===== config.mk =====
export PLATFORM = sky130hd
export DESIGN_NAME = demux1_4_64bit_stream
export DESIGN_NICKNAME = d
export VERILOG_FILES = /design/src/rtl/demux1_4_64bit_stream.sv
export SDC_FILE = /design/constraint.sdc
export NUM_CORES = 1
export LEC_CHECK = 0
export ABC_AREA = 1
export CAP_MARGIN = 25
export CELL_PAD_IN_SITES_DETAIL_PLACEMENT = 1
export CELL_PAD_IN_SITES_GLOBAL_PLACEMENT = 1
export CORE_MARGIN = 2
export CORE_UTILIZATION = 32
export CTS_CLUSTER_DIAMETER = 120
export DETAILED_ROUTE_END_ITERATION = 6
export HOLD_SLACK_MARGIN = 0.1
export PLACE_DENSITY = 0.87
export SLEW_MARGIN = 10
export SYNTH_ARGS = -nofsm -noshare
export SYNTH_HDL_FRONTEND = slang
export SYNTH_SLANG_ARGS = --single-unit

===== constraint.sdc =====
create_clock -name clk -period 3.4 [get_ports clk]
set_input_delay 0.68 -clock clk [delete_from_list [all_inputs] [get_ports clk]]
set_output_delay 0.68 -clock clk [all_outputs]
set_load 0.01 [all_outputs]

===== src/rtl/demux1_4_64bit_stream.sv =====
// Registered 1-to-4 word distributor. One word per cycle is steered into
// one of four single-entry lane registers, chosen by sel or by a
// round-robin pointer. Each lane has its own valid/ready handshake.
module demux1_4_64bit_stream #(
  parameter int unsigned WIDTH = 64
) (
  input  logic               clk,
  input  logic               reset,
  input  logic               in_valid,
  output logic               in_ready,
  input  logic [WIDTH-1:0]   in_data,
  input  logic [1:0]         sel,
  input  logic               auto_mode,
  output logic [3:0]         out_valid,
  input  logic [3:0]         out_ready,
  output logic [4*WIDTH-1:0] out,
  output logic [1:0]         next_lane
);

  logic [WIDTH-1:0] lane_buf [4];
  logic [1:0]       target;
  logic             accept;

  // Target lane and input handshake; a full lane that is popping this
  // cycle can take a new word without a bubble.
  always_comb begin
    target   = auto_mode ? next_lane : sel;
    in_ready = !reset && (!out_valid[target] || out_ready[target]);
    accept   = in_valid && in_ready;
  end

  // Lane registers: a load on a lane wins over its own pop, so
  // simultaneous pop+load keeps the lane valid with the new word.
  always_ff @(posedge clk) begin
    if (reset) begin
      out_valid <= '0;
      for (int unsigned i = 0; i < 4; i++) lane_buf[i] <= '0;
    end else begin
      for (int unsigned i = 0; i < 4; i++) begin
        if (accept && (target == 2'(i))) begin
          lane_buf[i]  <= in_data;
          out_valid[i] <= 1'b1;
        end else if (out_valid[i] && out_ready[i]) begin
          out_valid[i] <= 1'b0;
        end
      end
    end
  end

  // Round-robin pointer advances only on accepted auto-mode words.
  always_ff @(posedge clk) begin
    if (reset)
      next_lane <= '0;
    else if (accept && auto_mode)
      next_lane <= next_lane + 2'd1;
  end

  // Pack lanes onto the output bus, lane i at [WIDTH*i +: WIDTH].
  always_comb begin
    out = '0;
    for (int unsigned i = 0; i < 4; i++) out[WIDTH*i +: WIDTH] = lane_buf[i];
  end

endmodule


==> flow_summary_export.csv <==
group,metric,value,unit
clock_tree,cts-resized-gates,0,
finish,antenna_cells,0,
sta,max_freq,0.306,GHz
min_path,min_from,"out_valid[0]$_SDFFE_PP0P_",
clock_tree,clockBufferDepth,3,
global_route,grt_pass1_vias,7395,
finish,final_cells,1448,
setup_path,arrival,2.59,ns
sta,hold_viol,0,
sta,rsz0062_at_grt,"no",
floorplanning,initial_core_util,0.325,
detailed_routing,vias_per_cell,4.55,
global_route,grt_start_max_net_pins,49,
synthesis,synth_edf_count,256,
setup_path,reg2regPathDepth,12,
placement,dp_cells,1398,
setup_path,slowest_stage,"clkdlybuf4s50_1",
synthesis,ys.flop_type,"edfxtp_1",
power,p_leak,5.66,nW
sta,max-slew-margin-rel,0.644,
detailed_routing,drc,0,
finish,syn2layout_area_growth,49.9,%
global_route,antenna_found_initial,0,
finish,final_layout_size_suffix_gt1_frac,0.0832,
sta,setup_violations,0,
min_path,hold_path_depth,2,
sta,fin_crit,3.27,ns
setup_path,cp-start-kind,"input pin",
detailed_routing,drt_wl_total,30900,um
run,max_cap_viol_count,0,
sta,skew,0.0132,ns
setup_path,cpPeakStageDelay,0.59,ns
synthesis,synth-seq-area-share,0.810,
detailed_routing,drt_iter0_drc,323,
global_route,track_usage,0.191,
setup_path,r2r_start,"next_lane[0]$_SDFFE_PP0P_",
floorplanning,row_count,63,
synthesis,syn_nets,755,
finish,nFillCells,3011,
sta,worst_pin_slew,0.532,ns
setup_path,cp_common_cell,"nand2_1",
synthesis,synthArstFlopShare,0,
synthesis,ys_seq_elements,262,
floorplanning,dieWidth,178,um
finish,nets,1113,
clock_tree,clockRootBuffer,"clkbuf_16",
synthesis,synth_area,9640,um^2
synthesis,synth_top_cells_by_count,"256 x edfxtp_1, 243 x nor2_1, 75 x inv_1",
clock_tree,post_cts_buffers,0,
power,power,7.65,mW
placement,numPortBuffers,336,
clock_tree,clk_latency,0.55,ns
floorplanning,ioPinCount,337,
clock_tree,cts_made_buffers,29,
clock_tree,clk_pin_slew_worst_paths,0.06,ns
setup_path,r2r_end,"lane_buf[2][38]$_SDFFCE_PN0P_",
setup_path,cp.required,2.72,ns
synthesis,yosys_warnings,0,
placement,hpwl,21100,um
setup_path,crit_fanout,6,
min_path,holdCritPathClass,"reg -> reg",
detailed_routing,routedWlPerCell,21.3,um
power,peakVddDrop,0.000424,V
synthesis,synth_top_cell_area_share,0.798,
synthesis,yosys.area.top_type,"edfxtp_1",
setup_path,r2r_slack,1.09,ns
clock_tree,htreeDepth,1,
synthesis,synth.avg_cell_area,14.2,um^2
setup_path,path_class,"in -> out",
sta,fin_ws,0.132,ns
min_path,min_to,"out_valid[0]$_SDFFE_PP0P_",
detailed_routing,first_pass_iters,4,
detailed_routing,num_vias,6592,
synthesis,synth_cell_types,17,
placement,gp_congestion,0.794,
synthesis,synth_area_leaders,"edfxtp_1 80%, nor2_1 9.5%, inv_1 2.9%, buf_6 1.9%, nor2_2 1.3%",
sta,fin_crit_sh,0.961,
setup_path,cp_cell_sequence,"clkdlybuf4s50_1 > inv_2 > nand2_1 > nand2_1 > nand3_1 > nand2_1 > nor2_1 > a21oi_4 > clkdlybuf4s50_1",
global_route,overflow,0,
clock_tree,cts_tree,"yes",
synthesis,yosys.cell_count.top_type,"edfxtp_1",
clock_tree,hold_buffers,0,
placement,place_area,13600,um^2
detailed_routing,ant_nets,0,
global_route,grt_pass1_wl,45000,um
finish,final_cell_area,14400,um^2
placement,pre_cts_slack,0.136,ns
floorplanning,die-height,178,um
setup_path,endpoint_kind,"output port",
status,outcome,"finished, final reports clean",
power,power.density,530,nW/um^2
floorplanning,core_area,29600,um^2
floorplanning,die_area,31500,um^2
clock_tree,cts.sinks,262,
sta,drv_slew,0,
synthesis,synthCells,681,
sta,finalSetupTns,0,ns
[cell families (layout without fill, tap and decap cells)]
family | after synthesis | after routing | share of synthesized area
buffers and inverters | 104 | 481 | 0.0556
AND/OR/NAND/NOR | 309 | 309 | 0.130
AO/OA/AOI/OAI | 6 | 6 | 0.00441
flip-flops | 262 | 262 | 0.810
[metal layers]
layer,track usage,share of wire,vias up
met5,0,0,-
met4,0.0601,0.029,0
met3,0.0546,0.080,57
met2,0.354,0.53,282
met1,0.209,0.36,3289
li1,-,-,2964
[through the flow]
stage / hold slack (ns) / utilization
3_3_place_gp: 0.478 / 0.458
4_1_cts: 0.503 / 0.487
3_5_place_dp: 0.498 / 0.458
6_report: 0.500 / 0.487
5_1_grt: 0.517 / 0.487
2_1_floorplan: 0.493 / -
[power breakdown]
group / internal (mW) / switching [mW] / total (mW)
Clock: 1.70 / 1.25 / 2.95
Sequential: 3.75 / 0.0633 / 3.81
Combinational: 0.431 / 0.456 / 0.886
Total: 5.88 / 1.77 / 7.65
[state kept, by name, indices dropped and copies added (netlist names)]
name,count
lane_buf,256
next_lane,2
out_valid,4
[how the worst max path moves through the flow]
stage | start | end | slack (ns) | depth (start not counted)
2_1_floorplan | auto_mode | lane_buf[0][0]$_SDFFCE_PN0P_ | 0.48 | 11
3_3_place_gp | auto_mode | in_ready | 0.21 | 10
3_5_place_dp | auto_mode | in_ready | 0.14 | 9
4_1_cts | auto_mode | in_ready | 0.11 | 9
5_1_grt | auto_mode | in_ready | 0.007 | 9
6_report | auto_mode | in_ready | 0.13 | 9
[area by class of cell]
type,instances,area [um^2],area share
clock buffer,34,744,0.0515
clock inverter,16,131,0.00909
inverter,76,285,0.0197
multi-input combinational,315,1350,0.0933
sequential,262,7810,0.540
tap,390,488,0.0338
timing repair buffer,355,3640,0.252
[layout by cell type (no fill, tap or decap), types with 2 or more instances in the layout]
cell | Yosys | routed
nand4_1 | 2 | 2
nor2_2 | 20 | 20
bufinv_16 | 0 | 2
dfxtp_1 | 6 | 6
nand2_2 | 3 | 3
nand3_4 | 0 | 3
a21oi_1 | 4 | 4
inv_1 | 75 | 75
nand2_4 | 0 | 4
clkinv_1 | 0 | 9
edfxtp_1 | 256 | 256
nor2_1 | 243 | 243
nand3_1 | 4 | 4
buf_12 | 0 | 11
clkbuf_16 | 0 | 29
clkdlybuf4s50_1 | 0 | 336
nand2_1 | 33 | 29
clkinvlp_4 | 0 | 2
clkbuf_1 | 0 | 5
buf_4 | 4 | 8
[worst max-delay path: cells and delay by family]
family          cells  cell delay [ns]
buf+inv             3             1.20
simple gates        5             0.62
compound gates      1             0.09
Note: power is estimated with default switching activity, not from simulation.
